--- src/rtl/vga_pkg.sv ---
// Shared VGA capture definitions: nominal 640x480 timing, capture state codes
// and the CRC-16-CCITT constants/step used by the frame signature.
package vga_pkg;

  localparam int unsigned H_TOTAL  = 800;
  localparam int unsigned V_TOTAL  = 525;
  localparam int unsigned H_ACTIVE = 640;
  localparam int unsigned V_ACTIVE = 480;

  localparam logic [1:0] SEARCH  = 2'd0;
  localparam logic [1:0] MEASURE = 2'd1;
  localparam logic [1:0] LOCKED  = 2'd2;

  localparam logic [15:0] CRC_POLY = 16'h1021;
  localparam logic [15:0] CRC_INIT = 16'hFFFF;

  // One MSB-first, non-reflected CRC-16-CCITT bit step.
  function automatic logic [15:0] crc16_step(input logic [15:0] crc, input logic din);
    crc16_step = {crc[14:0], 1'b0} ^ (((crc[15] ^ din) == 1'b1) ? CRC_POLY : '0);
  endfunction

endpackage

--- src/rtl/crc16_serial.sv ---
// Bit-serial CRC-16-CCITT accumulator, one bit per cycle; clr loads the
// init value and takes priority over en.
module crc16_serial
  import vga_pkg::*;
(
  input  logic        clk,
  input  logic        sys_rst,
  input  logic        clr,
  input  logic        en,
  input  logic        din,
  output logic [15:0] crc
);

  always_ff @(posedge clk) begin
    if (sys_rst) begin
      crc <= '0;
    end else if (clr) begin
      crc <= CRC_INIT;
    end else if (en) begin
      crc <= crc16_step(crc, din);
    end
  end

endmodule

--- src/rtl/vga_capture.sv ---
// VGA sink: recovers h/v timing, locks, reports x/y, lit-pixel count and a
// frame signature. Define VGA_CAPTURE_CRC_EN to build the CRC signature.
module vga_capture
  import vga_pkg::*;
#(
  parameter logic        SYNC_ACTIVE_LOW = 1'b1,
  parameter logic [10:0] H_MAX           = 11'd2047,
  parameter logic [9:0]  V_MAX           = 10'd1023
) (
  input  logic        clk,
  input  logic        sys_rst,
  input  logic        vga_hsync,
  input  logic        vga_vsync,
  input  logic        vga_pixel,
  output logic        locked,
  output logic [10:0] h_total,
  output logic [9:0]  v_total,
  output logic [10:0] x,
  output logic [9:0]  y,
  output logic        frame_done,
  output logic [19:0] lit_count,
  output logic [15:0] frame_sig,
  output logic [7:0]  err_count
);

  logic        hs_r, hs_p, vs_r, vs_p, px_r;
  logic        hs_edge, vs_edge;
  logic [10:0] h_cnt;
  logic [9:0]  v_cnt;
  logic [11:0] period;
  logic [1:0]  state, state_nxt;
  logic        h_seen;
  logic        err, done, latch_h, latch_v;
  logic [19:0] lit_cnt;

  always_ff @(posedge clk) begin
    if (sys_rst) begin
      hs_r <= 1'b0;
      hs_p <= 1'b0;
      vs_r <= 1'b0;
      vs_p <= 1'b0;
      px_r <= 1'b0;
    end else begin
      hs_r <= vga_hsync ^ SYNC_ACTIVE_LOW;
      vs_r <= vga_vsync ^ SYNC_ACTIVE_LOW;
      px_r <= vga_pixel;
      hs_p <= hs_r;
      vs_p <= vs_r;
    end
  end

  assign hs_edge = hs_r & ~hs_p;
  assign vs_edge = vs_r & ~vs_p;
  assign period  = {1'b0, h_cnt} + 12'd1;

  always_ff @(posedge clk) begin
    if (sys_rst) begin
      h_cnt <= '0;
      v_cnt <= '0;
    end else begin
      if (hs_edge) begin
        h_cnt <= '0;
        if (v_cnt != V_MAX) v_cnt <= v_cnt + 10'd1;
      end else if (h_cnt != H_MAX) begin
        h_cnt <= h_cnt + 11'd1;
      end
      if (vs_edge) v_cnt <= hs_edge ? 10'd1 : 10'd0;
    end
  end

  // Loss of signal outranks everything; then the hsync period check, so a
  // coincident vsync edge only counts when its line was well-formed.
  always_comb begin
    state_nxt = state;
    err       = 1'b0;
    done      = 1'b0;
    latch_h   = 1'b0;
    latch_v   = 1'b0;
    if (state != SEARCH && h_cnt == H_MAX) begin
      err       = 1'b1;
      state_nxt = SEARCH;
    end else begin
      case (state)
        SEARCH: begin
          if (vs_edge) state_nxt = MEASURE;
        end
        MEASURE: begin
          if (hs_edge && h_seen && period != {1'b0, h_total}) begin
            err       = 1'b1;
            state_nxt = SEARCH;
          end else begin
            latch_h = hs_edge & ~h_seen;
            if (vs_edge && (h_seen || hs_edge)) begin
              latch_v   = 1'b1;
              state_nxt = LOCKED;
            end
          end
        end
        LOCKED: begin
          if (hs_edge && period != {1'b0, h_total}) begin
            err       = 1'b1;
            state_nxt = SEARCH;
          end else if (vs_edge) begin
            if (v_cnt != v_total) begin
              err       = 1'b1;
              state_nxt = SEARCH;
            end else begin
              done = 1'b1;
            end
          end
        end
        default: state_nxt = SEARCH;
      endcase
    end
  end

  always_ff @(posedge clk) begin
    if (sys_rst) begin
      state      <= SEARCH;
      h_seen     <= 1'b0;
      h_total    <= '0;
      v_total    <= '0;
      err_count  <= '0;
      frame_done <= 1'b0;
      lit_cnt    <= '0;
      lit_count  <= '0;
    end else begin
      state      <= state_nxt;
      frame_done <= done;
      if (state == SEARCH) h_seen <= 1'b0;
      else if (latch_h)    h_seen <= 1'b1;
      if (latch_h) h_total <= period[10:0];
      if (latch_v) v_total <= v_cnt;
      if (err && err_count != 8'hFF) err_count <= err_count + 8'd1;
      if (done) lit_count <= lit_cnt;
      if (vs_edge) lit_cnt <= {19'd0, px_r};
      else         lit_cnt <= lit_cnt + {19'd0, px_r};
    end
  end

  assign locked = (state == LOCKED);
  assign x      = locked ? h_cnt : '0;
  assign y      = locked ? v_cnt : '0;

`ifdef VGA_CAPTURE_CRC_EN
  logic        px_d;
  logic [15:0] crc;
  logic [15:0] sig_r;

  always_ff @(posedge clk) begin
    if (sys_rst) px_d <= 1'b0;
    else         px_d <= px_r;
  end

  // CRC runs one sample behind so its clear at the vsync edge does not drop
  // that edge's pixel; the closing frame's last sample is folded in here.
  crc16_serial u_crc (
    .clk     (clk),
    .sys_rst (sys_rst),
    .clr     (vs_edge),
    .en      (1'b1),
    .din     (px_d),
    .crc     (crc)
  );

  always_ff @(posedge clk) begin
    if (sys_rst)   sig_r <= '0;
    else if (done) sig_r <= crc16_step(crc, px_d);
  end

  assign frame_sig = sig_r;
`else
  assign frame_sig = '0;
`endif

endmodule

--- config.mk ---
export PLATFORM = sky130hd
export DESIGN_NAME = vga_capture
export DESIGN_NICKNAME = d
export VERILOG_FILES = /design/src/rtl/vga_pkg.sv /design/src/rtl/crc16_serial.sv /design/src/rtl/vga_capture.sv
export SDC_FILE = /design/constraint.sdc
export NUM_CORES = 1
export LEC_CHECK = 0
export BUFFER_PORTS_ARGS = -buffer_cell sky130_fd_sc_hd__clkbuf_2
export CAP_MARGIN = 20
export CORE_UTILIZATION = 46
export CTS_BUF_LIST = sky130_fd_sc_hd__clkbuf_4 sky130_fd_sc_hd__clkbuf_8 sky130_fd_sc_hd__clkbuf_16
export CTS_CLUSTER_DIAMETER = 200
export CTS_CLUSTER_SIZE = 24
export DETAILED_ROUTE_END_ITERATION = 8
export PLACE_DENSITY_LB_ADDON = 0.05
export SLEW_MARGIN = 20
export SYNTH_ARGS = -nofsm -noshare
export SYNTH_HDL_FRONTEND = slang
export SYNTH_SLANG_ARGS = --single-unit
--- constraint.sdc ---
create_clock -name clk -period 6.4 [get_ports clk]
set_input_delay 0.32 -clock clk [delete_from_list [all_inputs] [get_ports clk]]
set_output_delay 0.32 -clock clk [all_outputs]
set_load 0.02 [all_outputs]
== Word-level counts from Yosys, hierarchy flattened ==
Cells that the tools add are included.
Widths: inputs -> output; s select.
Cells by class
  $add $sub $neg: 5
  equality and inequality tests: 12
  mux-type cells: 32
  bitwise operators: 8
  reduce and logical (&&, ||, !) cells: 17
Operator list (number)
  $mux 10: 4
  $add 20x1->20: 1
  $mux 1: 19
  $add 11x1->12 const B: 1
  $mux 2: 6
  $ne 12x11->1: 1
  $add 11x1->11 const B: 1
  $eq 11x11->1 const B: 1
  $mux 11: 1
  $ne 11x11->1 const B: 1
  $add 10x1->10 const B: 1
  $ne 10x10->1: 1
  $ne 10x10->1 const B: 1
  $add 8x1->8 const B: 1
  $ne 8x8->1 const B: 1
  $reduce_or 2->1: 4
  $logic_and 1x1->1: 6
  $ne 3x1->1 const B: 2
  $pmux 2 s3: 1
  $reduce_bool 2->1: 3
  $not 1->1: 5
  $reduce_and 4->1: 1
  $and 1x1->1: 3
  $ne 3x3->1 const B: 1
  7 further kinds: 7
Word-level totals
  register bits: 99
  logic and storage cells: 90

== Longest topological paths before layout ==
Gate-level depths: netlist of run 1.
  depth after elaboration: 8
  mapped depth: 11
  depth with buffers taken out: 10

== Worst setup path before layout of run 1 ==
Ideal clock, no wire load.
  kind: register to register
  start point: reg h_cnt[0]
  end point: reg lit_count[0]
  library setup time: 0.128 ns
  arrival time: 2.521 ns
  slack: 3.751 ns
  stages on the path, launching flop included: 11
  cells stage by stage: dfxtp_1 > ha_1 > nand3_1 > nor3_1 > nor3_1 > nor4_4 > nand4_2 > a211o_1 > buf_6 > mux2i_1 > nor2_1
Between the ends
  cells in the longest elaborated chain, start to end: 6
Ends and longest elaborated chain
  start, declared: RTL line vga_capture.sv:28  | logic [10:0] h_cnt;
  start signal, assigned: RTL line vga_capture.sv:65  | h_cnt <= h_cnt + 11'd1;
  $add 11x1->12: RTL line vga_capture.sv:54  | assign period = {1'b0, h_cnt} + 12'd1;
  $ne 12x11->1: RTL line vga_capture.sv:100  | if (hs_edge && period != {1'b0, h_total}) begin
  $logic_and 1x1->1: RTL line vga_capture.sv:100
  $mux 1: RTL line vga_capture.sv:100
  $mux 1: RTL line vga_capture.sv:83  | case (state)
  $mux 1 *: RTL line vga_capture.sv:79  | if (state != SEARCH && h_cnt == H_MAX) begin
  end signal, assigned: RTL line vga_capture.sv:135  | if (done) lit_count <= lit_cnt;
  end, declared: RTL line vga_capture.sv:21  | output logic [19:0] lit_count,
Mark *: on every way between the ends. The rest lies on a longest branch, timed or not.
A chain may end at the register's enable or synchronous reset.

== Worst setup path in the final report of run 1 ==
  start point: reg h_cnt[6]
  end point: reg err_count[7]
Between the ends
  cells in the longest elaborated chain, start to end: 7
Ends and longest elaborated chain
  $add 11x1->12: RTL line vga_capture.sv:54
  $ne 12x11->1: RTL line vga_capture.sv:88, vga_capture.sv:100
  $logic_and 1x1->1, on equally long branches: RTL line vga_capture.sv:100, vga_capture.sv:88
  $mux 1, on equally long branches: RTL line vga_capture.sv:100, vga_capture.sv:88
  $pmux 1 s2: RTL line vga_capture.sv:83
  $mux 1 *: RTL line vga_capture.sv:79
  $logic_and 1x1->1 *: RTL line vga_capture.sv:134  | if (err && err_count != 8'hFF) err_count <= err_count + 8'd1;
  end signal, assigned: RTL line vga_capture.sv:134
  end, declared: RTL line vga_capture.sv:23  | output logic [7:0] err_count
Marks and branches as above.

==> results.md, run 1 <==
- Outcome: finished clean
- Hold WS: 0.1062 ns
- Logic pwr share: 8.4%
- CP most frequent cell: a21oi_1
- Mean post-synth cell area: about 8.7 sq um
- EDFF count, synth: 0
- Hold path depth: 2
- Clock transition at path regs: 0.10 ns
- Hold Fails Final Rpt: 0
- Hold endpoint: vs_r
- Final setup fails: 0
- Required @ worst endpoint: between 6 and 7 ns
- Antenna Cells: 0
- Gp weighted congestion: ~0.8
- Worst path bufs/invs: 0
- Leak: 2.311 nW
- Slew at the pin with the worst max-slew slack: approximately 0.85 ns
- Setup ws final: 3.163 ns
- CTS Buf Count: 9
- Row cnt: 36
- PwrDens: around 210 nW/um^2
- Worst Hold Class: input port to register
- Antenna Nets Post-Route: 0
- Sw Share: 26.92%
- Die ar.: 10690 sq um
- TritonCTS clock tree: built
- Filler Cell Count: just under 1k
- Post-cts sizing count: 0
- Main synth FF type: dfxtp_1
- Top Family by Delay on Critical Path: simple AND/OR/NAND/NOR gates
- Synthesized flop and latch total: between 90 and 100
- Initial antenna violation count: 0
- Max Fclk: between 0.3 and 0.4 GHz
- Mapped Area: approximately 4700 sq um
- Largest net degree at the start of global routing: 63
- Syn Inst Count: 541
- DR WL/cell: 13.40 um
- Met1 WL: about 4.8 mm
- Cells along the critical path: and4_1 -> nand4_1 -> nor2_1 -> a41oi_1 -> o22ai_1 -> a21oi_1 -> or4_1 -> a21oi_1
- Core box area: a little under 10000 sq um
- Hold path start: vga_vsync
- DR DRC count: 0
- Cts-stage hold buffer count: 0
- Final WL: approximately 9.9 mm
- Die width: 103.4 um
- Skew final: 0.01538 ns
- Via density: 5.245
- Setup TNS: 0 ns
- Maximum vdd drop: 0.1208 mV
- Reg2reg end: err_count[7]
- Tcrit/Tclk final: 50.58%
- Final HPWL DP: 7.086 mm
- Post-Place Setup Slack: 2.971 ns
- Slew HR: 43.66%
- Grt ovf: 0
- H-tree lvl count: 3
- Critical path's slowest cell: nand4_1
- Crit path depth: 8
- Post-CTS Setup Bufs: 0
- Cell depth of the worst flop-to-flop path: 8
- Layout Nets: 615
- Sequential power share: 56.9%
- DR iter-0 viols: 128
- Wire length on met3: between 400 and 500 um
- Synth unique cells: 49
- Slew Limit Fails: 0
- Clock sinks: 99
- Worst reg2reg path startpoint: h_cnt[6]
- Critical-path maximum fanout: 12
- Gr usage total: 19.08%
- Critical Path Max Stage Delay: 0.57 ns
- Via count: 3881
- CP Data Arrival Time: approximately 3.5 ns
- Most frequent cells in the layout: dfxtp_1 (99), nor2_1 (88), clkbuf_2 (76)
- Reg-to-reg setup timing slack: roughly 3.2 ns
- Switching pwr: 0.3003 mW
- Commonest non-fill, non-tap cell in the layout: dfxtp_1
- Area delta synth->final: 12.22%
- Final Core Density: a little over half
- Met2 WL: 4.521 mm
- Max Cap Viol: 0
- Seq/Total Area, Yosys: 41.90%
- Die span in y: around 100 um
- CP Class: register to register
- Fraction of layout cells with a size suffix above 1: ~17%
- Minimum clock period: 3.237 ns
- Synth warn: 0
- Vias in the first global route: 3409
- CTS Buffer Depth: 2
- # IOs: 93
- TritonRoute pass-1 iters: 4
- Initial Util: between 40% and 50%
- Max layer used: met4
- P_int: 0.8152 mW
- Pwr Total: 1.116 mW
- First-pass GRT wire length: 16.12 mm
- Clk Latency, worst-skew pair: around 0.36 ns
- Clock root buffer: clkbuf_8
- Clock Power Share: 34.7%
- Async SR Flop Fraction: 0%
- Worst Setup Start Kind: register
- Setup crit end kind: register
- RSZ-0062 raised after global routing: no
- Port bufs: 76
[registers in the layout (all words and copies together) (netlist names)]
| signal | count |
|---|---|
| err_count | 8 |
| frame_done | 1 |
| h_cnt | 11 |
| h_seen | 1 |
| h_total | 11 |
| hs_p | 1 |
| hs_r | 1 |
| lit_cnt | 20 |
| lit_count | 20 |
| px_r | 1 |
| state | 2 |
| v_cnt | 10 |
| v_total | 10 |
| vs_p | 1 |
| vs_r | 1 |
[power by group through the flow]
stage | registers [mW] | clock network [mW] | logic (mW)
3_5_place_dp | 0.649 | 0 | 0.0943
6_report | 0.635 | 0.387 | 0.0942
4_1_cts | 0.635 | 0.401 | 0.0948
3_3_place_gp | 0.648 | 0 | 0.0932
5_1_grt | 0.636 | 0.426 | 0.106
2_1_floorplan | 0.650 | 0 | 0.0781
[layer usage]
| layer | global-route usage (%) | vias to the layer above |
|---|---|---|
| li1 | - | 1935 |
| met1 | 26.01 | 1819 |
| met2 | 30.77 | 117 |
| met3 | 2.823 | 10 |
| met4 | 6.717 | 0 |
| met5 | 0 | - |
[through the flow]
| stage | cell area [sq um] | instances |
|---|---|---|
| after floorplan | 4786 | 556 |
| after global placement | 5111 | 724 |
| after detailed placement | 5111 | 724 |
| after CTS | 5304 | 740 |
| after global routing | 5308 | 740 |
| final | 5308 | 740 |
[worst max-delay path by stage]
stage | startpoint | slack [ns] | end
global placement | h_cnt[0] | 3.12 | lit_count[17]
floorplan | h_cnt[0] | 3.75 | lit_count[0]
finish | h_cnt[6] | 3.16 | err_count[7]
detailed placement | h_cnt[0] | 2.97 | lit_count[16]
CTS | h_cnt[0] | 2.96 | lit_count[16]
global route | h_cnt[0] | 2.88 | err_count[3]
[cell usage after synthesis, types with 2 or more instances]
master,n,area share (%)
buf_6,2,0.48
mux2i_1,38,8.0
a21oi_1,26,2.8
and4_1,5,0.93
a22oi_1,2,0.32
nand3_1,18,1.9
or2_2,3,0.40
or3_1,7,0.93
nor4_1,3,0.40
xnor2_1,15,2.8
and2_1,21,2.8
a31oi_1,2,0.26
nor3_1,9,0.95
o32a_1,2,0.42
xor2_1,31,5.7
o31a_1,2,0.37
nand4_2,2,0.53
inv_1,11,0.87
ha_1,8,2.1
nor2b_1,8,1.1
buf_4,17,2.7
nand2_1,27,2.1
nand2b_1,8,1.1
nor2_1,88,7.0
o211ai_1,2,0.32
nand4_1,9,1.2
dfxtp_1,99,42
and3_1,11,1.5
buf_2,4,0.42
buf_1,2,0.16
clkbuf_1,19,1.5
o21ai_0,13,1.4
o31ai_1,2,0.32
a211oi_1,10,1.6
[cell type report]
class | count | area, sq um | share of cell area [%]
clock buffer | 10 | 137.6 | 2.593
tap | 133 | 166.4 | 3.135
timing repair buffer | 79 | 402.9 | 7.591
clock inverter | 6 | 55.05 | 1.037
inverter | 11 | 41.29 | 0.7779
sequential | 99 | 1982 | 37.34
multi-input combinational | 402 | 2522 | 47.52
[cells by family after synthesis]
| kind of cell | after synthesis | synth area share (%) |
|---|---|---|
| multiplexers | 38 | 8.042 |
| other | 1 | 0.07929 |
| XOR/XNOR | 46 | 8.519 |
| adder cells (fa/ha/maj) | 8 | 2.116 |
| AND/OR/NAND/NOR | 222 | 23.52 |
| flip-flops | 99 | 41.90 |
| AO/OA/AOI/OAI | 72 | 9.682 |
| buffers and inverters | 55 | 6.138 |
Power figures use the tool's default switching activity.
==> run 2: changes to the inputs <==
==> constraint.sdc (replaced) <==
create_clock -name clk -period 2.7 [get_ports clk]
set_input_delay 0.135 -clock clk [delete_from_list [all_inputs] [get_ports clk]]
set_output_delay 0.135 -clock clk [all_outputs]
set_load 0.02 [all_outputs]
==> run 2 against run 1 <==
Register-to-register slack worse by 3.0 ns. First-iteration DRC count is 1.6% lower. Wire length is 5.8% higher. Non-clock buffer count is 31 higher. Cell area is 6.2% higher. Hold slack better by 0.21 ns. Clock power grew to 2.6 times the previous value. Total power is 150% higher. Clock skew is 0.0012 ns lower. Sequential power is 140% higher.
==> results.md, run 2 (synthesis results as in run 1) <==
- Outcome: finished clean (unchanged)
- Area delta synth->final: 19.15% (was 12.22%)
- Clock root buffer: clkbuf_8 (unchanged)
- Switching pwr: 0.7163 mW (was 0.3003 mW)
- DR DRC count: 0 (unchanged)
- First-pass GRT wire length: 16.86 mm (was 16.12 mm)
- Most Used Layer, Global Route: met2 (unchanged)
- Slew HR: 61.96% (was 43.66%)
- Die ar.: 10690 sq um (unchanged)
- Cell depth of the worst flop-to-flop path: 10 (was 8)
- Initial antenna violation count: 0 (unchanged)
- Final setup fails: 0 (unchanged)
- CTS Buffer Depth: 2 (unchanged)
- Layout Nets: 646 (was 615)
- Sw Share: 25.96% (was 26.92%)
- Slew at the pin with the worst max-slew slack: 0.5706 ns (was 0.8451 ns)
- Design Area, Final: 5635 sq um (was 5308 sq um)
- GR Util met2: 32.86% (was 30.77%)
- GR Layer Usage met1: 26.57% (was 26.01%)
- Sequential power share: 54.4% (was 56.9%)
- Gp weighted congestion: 0.8787 (was 0.7992)
- Skew final: 0.01414 ns (was 0.01538 ns)
- Logic pwr share: 9.5% (was 8.4%)
- Biggest regs: lit_cnt x20, lit_count x20 (unchanged)
- Minimum clock period: 2.532 ns (was 3.237 ns)
- Clk Latency, worst-skew pair: 0.37 ns (was 0.36 ns)
- # IOs: 93 (unchanged)
- Grt ovf: 0 (unchanged)
- Placed Area: 5301 sq um (was 5111 sq um)
- Final HPWL DP: 7.506 mm (was 7.086 mm)
- Commonest non-fill, non-tap cell in the layout: dfxtp_1 (unchanged)
- Hold path start: sys_rst (was vga_vsync)
- Tcrit/Tclk final: 93.76% (was 50.58%)
- CP Class: register to register (unchanged)
- Worst reg2reg path startpoint: h_cnt[0] (was h_cnt[6])
- Gr usage total: 20.34% (was 19.08%)
- H-tree lvl count: 3 (unchanged)
- Final WL: 10.50 mm (was 9.917 mm)
- Hold Fails Final Rpt: 0 (unchanged)
- Via density: 5.137 (was 5.245)
- Most frequent cells in the layout: dfxtp_1 (96), nor2_1 (87), clkbuf_2 (76) (was dfxtp_1 (99), nor2_1 (88), clkbuf_2 (76))
- Slew Limit Fails: 0 (unchanged)
- RSZ-0062 raised after global routing: no (unchanged)
- Reg-to-reg setup timing slack: 0.17 ns (was 3.16 ns)
- Required @ worst endpoint: 2.95 ns (was 6.69 ns)
- Leak: 2.489 nW (was 2.311 nW)
- Reg2reg end: lit_count[6] (was err_count[7])
- Setup crit end kind: register (unchanged)
- Worst Setup Start Kind: register (unchanged)
- Maximum vdd drop: 0.2483 mV (was 0.1208 mV)
- Max Fclk: 0.3950 GHz (was 0.3089 GHz)
- Fraction of layout cells with a size suffix above 1: 22.57% (was 17.30%)
- Multi-input gate area: 2567 sq um (was 2522 sq um)
- Critical-path maximum fanout: 21 (was 12)
- Max Cap Viol: 0 (unchanged)
- Core box area: 9864 sq um (unchanged)
- Vias in the first global route: 3567 (was 3409)
- Die width: 103.4 um (unchanged)
- Port bufs: 76 (unchanged)
- Antenna Nets Post-Route: 0 (unchanged)
- Row cnt: 36 (unchanged)
- TritonRoute pass-1 iters: 4 (unchanged)
- CTS Buf Count: 9 (unchanged)
- TritonCTS clock tree: built (unchanged)
- DR WL/cell: 13.61 um (was 13.40 um)
- P_int: 2.043 mW (was 0.8152 mW)
- Clock sinks: 99 (unchanged)
- Hold endpoint: lit_count[8] (was vs_r)
- Setup TNS: 0 ns (unchanged)
- Clock Power Share: 36.1% (was 34.7%)
- Filler Cell Count: 915 (was 962)
- Origin of the worst setup path: h_cnt[0] (was h_cnt[6])
- Met3 Use GR: 3.360% (was 2.823%)
- Die span in y: 103.4 um (unchanged)
- Register Area: 1986 sq um (was 1982 sq um)
- PwrDens: 489.7 nW/um^2 (was 210.2 nW/um^2)
- Clock transition at path regs: 0.10 ns (about the same)
- Via count: 3961 (was 3881)
- Initial Util: 47.95% (unchanged)
- Largest net degree at the start of global routing: 38 (was 63)
- CP Data Arrival Time: 2.78 ns (was 3.52 ns)
- Hold path depth: 2 (unchanged)
- DR iter-0 viols: 126 (was 128)
- Worst Hold Class: input port to register (unchanged)
- Antenna Cells: 0 (unchanged)
-- run 2: cell count changes in the layout (fill, tap and decap cells not counted), sizes merged --
| cell | previous run | this run |
|---|---|---|
| buf | 3 | 31 |
| inv | 14 | 13 |
| dlygate4sd3 | 0 | 3 |
| clkinvlp | 2 | 1 |
| clkinv | 1 | 2 |
| bufinv | 0 | 1 |
-- run 2: stage by stage --
step | total power [mW] | hold slack (ns) | utilization [%] | cells | worst slack, ns
2_1_floorplan | 1.726 | 0.2017 | - | 556 | 0.05106
3_3_place_gp | 1.773 | 0.3116 | 53.74 | 746 | 0.1621
3_5_place_dp | 1.776 | 0.3045 | 53.74 | 746 | 0.07910
4_1_cts | 2.772 | 0.3073 | 56.16 | 765 | 0.03792
5_1_grt | 2.879 | 0.3551 | 57.13 | 771 | 0.007500
6_report | 2.760 | 0.3178 | 57.13 | 771 | 0.1684
-- run 2: worst max-delay path by stage --
stage	cells past startpoint	slack [ns]	to
after CTS	9	0.04	lit_count[3]
after floorplan	10	0.05	lit_count[0]
after global routing	10	0.008	lit_count[2]
final	10	0.17	lit_count[6]
after detailed placement	9	0.08	lit_count[3]
after global placement	9	0.16	lit_count[1]
-- run 2: cell type report --
class                      instances  area share, %
sequential                        99          35.24
tap                              133          2.953
multi-input combinational        402          45.56
inverter                          11         0.7327
timing repair buffer             110          11.81
clock inverter                     6          1.266
clock buffer                      10          2.442
-- run 2: critical path, stage by stage, from the launching register on --
cell and delay [ns]:
dfxtp_1 0.35, buf_4 0.16, and4_1 0.20, nand2_1 0.10
a2111oi_2 0.32, and4_1 0.30, nand4_2 0.18, a211o_1 0.39
buf_12 0.19, mux2i_1 0.16, nor2_1 0.06
-- run 2: per-layer routing --
metal  routed length (um)  vias up  part of all wire [%]
li1                     -     2000                     -
met1                 5072     1854                    48
met2                 4817       94                    46
met3                  414       13                   3.9
met4                  193        0                   1.8
met5                    0        -                     0
-- run 2: what timing repair did --
action,in CTS,in global routing
hold buffers,3,0
endpoints found under the setup margin,0,32
hold endpoints to repair,3,0
buffers inserted,0,5
resized for setup,0,16
-- run 2: power by group through the flow --
| stage | Clock, mW | Combinational [mW] | Sequential, mW |
|---|---|---|---|
| after floorplan | 0 | 0.185 | 1.54 |
| after global placement | 0 | 0.240 | 1.53 |
| after detailed placement | 0 | 0.243 | 1.53 |
| after CTS | 1.03 | 0.247 | 1.50 |
| after global routing | 1.08 | 0.291 | 1.50 |
| final | 0.997 | 0.262 | 1.50 |
